**config.mk**
```make
export PLATFORM = sky130hd
export DESIGN_NAME = store_monitor
export DESIGN_NICKNAME = d
export VERILOG_FILES = /design/src/rtl/store_monitor_pkg.sv /design/src/rtl/store_fifo.sv /design/src/rtl/store_monitor.sv
export SDC_FILE = /design/constraint.sdc
export NUM_CORES = 1
export LEC_CHECK = 0
export CELL_PAD_IN_SITES_DETAIL_PLACEMENT = 1
export CELL_PAD_IN_SITES_GLOBAL_PLACEMENT = 1
export CORE_ASPECT_RATIO = 0.6
export CORE_MARGIN = 2
export CORE_UTILIZATION = 46
export DETAILED_ROUTE_END_ITERATION = 16
export PLACE_DENSITY_LB_ADDON = 0.1
export SLEW_MARGIN = 20
export SYNTH_ARGS = -nofsm -noshare
export SYNTH_HDL_FRONTEND = slang
export SYNTH_SLANG_ARGS = --single-unit
```
**constraint.sdc**
```tcl
create_clock -name clk -period 5.4 [get_ports clk]
set_input_delay 1.62 -clock clk [delete_from_list [all_inputs] [get_ports clk]]
set_output_delay 1.62 -clock clk [all_outputs]
set_load 0.03 [all_outputs]
```
**src/rtl/store_monitor_pkg.sv**
```systemverilog
// Shared types and constants for the store monitor: trace entry layout,
// sequence-number width and drop-counter saturation value.
package store_monitor_pkg;

  localparam int DATA_W = 16;
  localparam int SEQ_W = 8;
  localparam logic [SEQ_W-1:0] DROP_MAX = 8'd255;

  typedef struct packed {
    logic [DATA_W-1:0] addr;
    logic [DATA_W-1:0] data;
    logic [SEQ_W-1:0]  seq;
  } trace_entry_t;

endpackage

```
**src/rtl/store_fifo.sv**
```systemverilog
// First-word-fall-through FIFO of trace entries. The head output holds the
// most recently popped entry while the FIFO is empty.
module store_fifo
  import store_monitor_pkg::*;
#(
  parameter int DEPTH = 8
) (
  input  logic                     clk,
  input  logic                     reset,
  input  logic                     push,
  input  logic                     pop,
  input  trace_entry_t             wdata,
  output trace_entry_t             rdata,
  output logic [$clog2(DEPTH):0]   count,
  output logic                     full,
  output logic                     empty
);

  localparam int AW = $clog2(DEPTH);
  localparam logic [AW:0] DEPTH_C = (AW+1)'(DEPTH);

  trace_entry_t      mem_r [DEPTH];
  trace_entry_t      last_r;
  logic [AW-1:0]     wr_ptr_r;
  logic [AW-1:0]     rd_ptr_r;
  logic [AW:0]       count_r;
  logic              do_push_s;
  logic              do_pop_s;

  // Qualify requests: a pop needs data, a push needs room (or a same-cycle pop).
  always_comb begin
    do_pop_s  = pop && !empty;
    do_push_s = push && (!full || do_pop_s);
  end

  // Pointers and occupancy.
  always_ff @(posedge clk or posedge reset) begin
    if (reset) begin
      wr_ptr_r <= (AW)'(0);
      rd_ptr_r <= (AW)'(0);
      count_r  <= (AW+1)'(0);
    end else begin
      if (do_push_s) wr_ptr_r <= wr_ptr_r + (AW)'(1);
      if (do_pop_s)  rd_ptr_r <= rd_ptr_r + (AW)'(1);
      case ({do_push_s, do_pop_s})
        2'b10:   count_r <= count_r + (AW+1)'(1);
        2'b01:   count_r <= count_r - (AW+1)'(1);
        default: count_r <= count_r;
      endcase
    end
  end

  // Entry storage; slots are only read once written, so no reset is needed.
  always_ff @(posedge clk) begin
    if (do_push_s) mem_r[wr_ptr_r] <= wdata;
  end

  // Remember the last popped entry so the head holds steady when empty.
  always_ff @(posedge clk or posedge reset) begin
    if (reset) begin
      last_r <= '0;
    end else if (do_pop_s) begin
      last_r <= mem_r[rd_ptr_r];
    end else begin
      last_r <= last_r;
    end
  end

  assign rdata = empty ? last_r : mem_r[rd_ptr_r];
  assign count = count_r;
  assign full  = (count_r == DEPTH_C);
  assign empty = (count_r == (AW+1)'(0));

endmodule

```
**src/rtl/store_monitor.sv**
```systemverilog
// Snoops the data-memory write port, queues each store with a sequence number
// and flags overflow and the completion store.
module store_monitor
  import store_monitor_pkg::*;
#(
  parameter int              n          = 16,
  parameter int              DEPTH      = 8,
  parameter logic [n-1:0]    MATCH_ADDR = 16'd84,
  parameter logic [n-1:0]    MATCH_DATA = 16'h0096
) (
  input  logic                    clk,
  input  logic                    reset,
  input  logic                    enable,
  input  logic                    memwrite,
  input  logic [n-1:0]            dataadr,
  input  logic [n-1:0]            writedata,
  input  logic                    clear_sticky,
  output logic                    out_valid,
  input  logic                    out_ready,
  output logic [n-1:0]            out_addr,
  output logic [n-1:0]            out_data,
  output logic [SEQ_W-1:0]        out_seq,
  output logic [$clog2(DEPTH):0]  count,
  output logic                    full,
  output logic                    empty,
  output logic                    overflow,
  output logic [SEQ_W-1:0]        drop_count,
  output logic                    pass
);

  logic [SEQ_W-1:0] seq_r;
  logic [SEQ_W-1:0] drop_count_r;
  logic             overflow_r;
  logic             pass_r;
  logic             store_s;
  logic             pop_s;
  logic             push_s;
  logic             drop_s;
  logic             match_s;
  trace_entry_t     wdata_s;
  trace_entry_t     rdata_s;

  // Store classification: pushed, dropped, and completion match.
  always_comb begin
    store_s = enable && memwrite;
    pop_s   = !empty && out_ready;
    push_s  = store_s && (!full || pop_s);
    drop_s  = store_s && full && !pop_s;
    match_s = store_s && (dataadr == MATCH_ADDR) && (writedata == MATCH_DATA);
    wdata_s = '{addr: DATA_W'(dataadr), data: DATA_W'(writedata), seq: seq_r};
  end

  store_fifo #(.DEPTH(DEPTH)) u_fifo (
    .clk   (clk),
    .reset (reset),
    .push  (push_s),
    .pop   (pop_s),
    .wdata (wdata_s),
    .rdata (rdata_s),
    .count (count),
    .full  (full),
    .empty (empty)
  );

  // Sequence numbers advance on every store, kept or dropped.
  always_ff @(posedge clk or posedge reset) begin
    if (reset) begin
      seq_r <= 8'd0;
    end else if (store_s) begin
      seq_r <= seq_r + 8'd1;
    end else begin
      seq_r <= seq_r;
    end
  end

  // Sticky flags; a same-cycle set beats clear_sticky.
  always_ff @(posedge clk or posedge reset) begin
    if (reset) begin
      overflow_r   <= 1'b0;
      drop_count_r <= 8'd0;
      pass_r       <= 1'b0;
    end else begin
      if (drop_s) begin
        overflow_r   <= 1'b1;
        drop_count_r <= (drop_count_r == DROP_MAX) ? DROP_MAX : drop_count_r + 8'd1;
      end else if (clear_sticky) begin
        overflow_r   <= 1'b0;
        drop_count_r <= 8'd0;
      end else begin
        overflow_r   <= overflow_r;
        drop_count_r <= drop_count_r;
      end
      if (match_s) begin
        pass_r <= 1'b1;
      end else if (clear_sticky) begin
        pass_r <= 1'b0;
      end else begin
        pass_r <= pass_r;
      end
    end
  end

  assign out_valid  = !empty;
  assign out_addr   = n'(rdata_s.addr);
  assign out_data   = n'(rdata_s.data);
  assign out_seq    = rdata_s.seq;
  assign overflow   = overflow_r;
  assign drop_count = drop_count_r;
  assign pass       = pass_r;

endmodule
```
==> results.py <==
metrics = {
    "sta": {
        "finalSetupViolCount": 0,
        "fmax_mhz": 212,
        "period_needed_ns": 4.72,
        "slew-limit-headroom": 0.325,
        "tightest_slew_ns": 1.01,
        "timing.setup.tns_ns": 0,
        "final.setup_skew_ns": 0.0168,
        "rsz0062_at_grt": "no",
        "holdWs_ns": 0.487,
        "min_period_over_period": 0.874,
        "timing_hold_violations_final": 0,
        "drv_slew": 0,
    },
    "finish": {
        "mostFrequentLayoutCells": "edfxtp_1, clkdlybuf4s50_1, mux4_2",
        "ff_latch_area_sq_um": 11300,
        "area_growth_pct": 18.3,
        "drive_above_1_share": 0.181,
        "diodes": 0,
        "fill_cells": 2875,
        "layout_commonest_cell": "edfxtp_1",
        "finalInstanceArea_sq_um": 18000,
        "nets": 995,
        "multi_input_area_sq_um": 3750,
    },
    "clock_tree": {
        "hold_buffers": 0,
        "cts_resized": 0,
        "path_clk_slew_ns": 0.07,
        "cts_tree": "built",
        "cts_root_buf": "clkbuf_16",
        "htree_levels": 2,
        "cts_buffers": 36,
        "cts_max_path_buffers": 3,
        "clock_sinks": 388,
        "clk_latency_ns": 0.53,
        "cts_setup_buffers": 0,
    },
    "global_route": {
        "gr-usage-met2": 0.333,
        "grt_max_degree": 84,
        "grt_pass1_vias": 8653,
        "grt_usage": 0.203,
        "grt_pass1_wl_mm": 52.1,
        "antenna_found_initial": 0,
        "grt.met3_usage": 0.0313,
        "busiest_layer": "met2",
        "overflow": 0,
        "gr-usage-met1": 0.287,
    },
    "synth": {
        "syn_inst": 839,
        "synth.avg_cell_area_sq_um": 18.1,
        "synth_seq_cells": 388,
        "synth-seq-area-share": 0.743,
        "syn-cell-area_sq_um": 15200,
        "synth_cell_types": 40,
        "synth_fp_nets": 884,
        "yosysWarnings": 0,
    },
    "die": {
        "ioPinCount": 95,
        "num_rows": 51,
        "dieArea_sq_um": 34600,
        "design.core.area_sq_um": 32500,
        "initial_core_util": 0.468,
        "fp.dieH_um": 145,
        "die_w_um": 239,
    },
    "route": {
        "drtPass1Iterations": 6,
        "routed_wl_mm": 33.6,
        "vias_per_cell": 5.67,
        "drc": 0,
        "wire_per_inst_um": 24.0,
        "drt-initial-drc-count": 514,
        "ant_nets": 0,
        "vias": 7943,
    },
    "worst_setup_path": {
        "cp-start-kind": "register",
        "crit_fanout": 83,
        "critical_path_class": "register to primary output",
        "crit_required_ns": 3.78,
        "critPathArrivalTime_ns": 3.10,
        "end_kind": "primary output",
    },
    "placed_design": {
        "hpwl_mm": 21.0,
        "io_buffers": 94,
        "place.gp.congestion": 0.781,
        "place_area_sq_um": 16800,
    },
    "flow_run": {
        "cap_viol_max_count": 0,
    },
    "power": {
        "ir_worst_vdd_uv": 374,
        "power_leakage_uw": 0.00614,
        "p_per_area_nw_per_um2": 554,
    },
    "hold_path": {
        "hold_path.class": "register to register",
    },
    "outcome": {
        "status": "completed",
    },
}
## critical path, stage by stage, from the launching register on
cell and delay [ns]:
dfrtp_1 0.46, or4_4 0.97, a21oi_1 0.36, clkdlybuf4s50_1 0.72
## cell type report
class                   count  share of cell area
well taps                 424              0.0295
repair buffers            115              0.0659
multi-input cells         400               0.209
clock inverters            21              0.0116
inverters                   9             0.00195
flip-flops and latches    388               0.629
clock buffers              43              0.0538
## report_power, final
group	internal [uW]	total, uW	switching, uW	leakage [uW]
Clock	1470	2560	1090	0.000571
Sequential	3660	3960	303	0.00374
Combinational	1510	3440	1920	0.00183
Total	6650	9960	3320	0.00614
## state kept, by name (all words and copies together) (netlist names)
signal	cells
drop_count	8
overflow	1
pass	1
seq_r	8
u_fifo.count	4
u_fifo.last_r	40
u_fifo.mem_r	320
u_fifo.rd_ptr_r	3
u_fifo.wr_ptr_r	3
## worst paths after layout
check / start / to / slack, ns / cells past startpoint
worst max-delay path: u_fifo.count[0]$_DFFE_PP0P_ / out_data[1] / 0.68 / 3
worst min-delay path: u_fifo.last_r[36]$_DFFE_PP0P_ / u_fifo.last_r[36]$_DFFE_PP0P_ / 0.49 / 2
worst max register to register: u_fifo.count[0]$_DFFE_PP0P_ / u_fifo.count[2]$_DFFE_PP0P_ / 2.25 / 10
worst min register to register: u_fifo.last_r[36]$_DFFE_PP0P_ / u_fifo.last_r[36]$_DFFE_PP0P_ / 0.49 / 2
max in group asynchronous: reset / u_fifo.last_r[23]$_DFFE_PP0P_ / 3.28 / 3
min in group asynchronous: reset / drop_count[5]$_DFFE_PP0P_ / 1.37 / 2
## stage by stage
| step | worst slack [ns] | total power (uW) | instances | utilization |
|---|---|---|---|---|
| after floorplan | 1.03 | 6230 | 839 | - |
| after global placement | 1.11 | 7390 | 1336 | 0.518 |
| after detailed placement | 0.982 | 7510 | 1336 | 0.518 |
| after CTS | 0.640 | 10100 | 1400 | 0.554 |
| after global routing | 0.533 | 10400 | 1400 | 0.554 |
| final | 0.683 | 9960 | 1400 | 0.554 |
## per-layer routing
layer / routed length [um] / vias to the layer above
li1: - / 3517
met1: 15400 / 4230
met2: 16300 / 148
met3: 1310 / 48
met4: 590 / 0
met5: 0 / -
## cells in the mapped netlist
library cell  count  share of area
buf_6             1        0.00074
nor3_1            7         0.0023
buf_1             3        0.00074
edfxtp_1        320           0.63
a21oi_2           3         0.0017
mux4_2           80           0.12
clkbuf_2          2        0.00066
xnor2_1           9         0.0052
buf_2            16         0.0053
inv_1             9         0.0022
and2_1            1        0.00041
o21ai_0          36          0.012
nor4_1            5         0.0021
or4b_4            1        0.00090
a21o_1            2        0.00099
a41oi_1           2         0.0012
mux2i_1          40          0.026
nand2b_1          4         0.0016
xor2_1            6         0.0035
nand3_1           6         0.0020
nand4_1           3         0.0012
o22ai_1           1        0.00041
a32oi_1           1        0.00058
clkbuf_1         19         0.0047
mux2_2            1        0.00074
dfrtp_1          68           0.11
or4_1             2        0.00099
ha_1              7         0.0058
nor3b_1           1        0.00049
buf_4             1        0.00049
nor2_2            1        0.00041
nor4bb_1          3         0.0020
a21oi_1          48          0.016
nor3_4            1         0.0011
nor2_1           53          0.013
nand2_1          64          0.016
a311oi_1          3         0.0017
nor4b_1           1        0.00058
o21ai_1           5         0.0016
and3_1            3         0.0012
## kinds of logic after synthesis
kind of cell | Yosys count | share of synthesized area
simple gates | 156 | 0.0461
flops | 388 | 0.743
fa+ha+maj | 7 | 0.00576
mux | 121 | 0.145
compound gates | 101 | 0.0359
buf+inv | 51 | 0.0148
xor+xnor | 15 | 0.00863
Power figures use the tool's default switching activity.
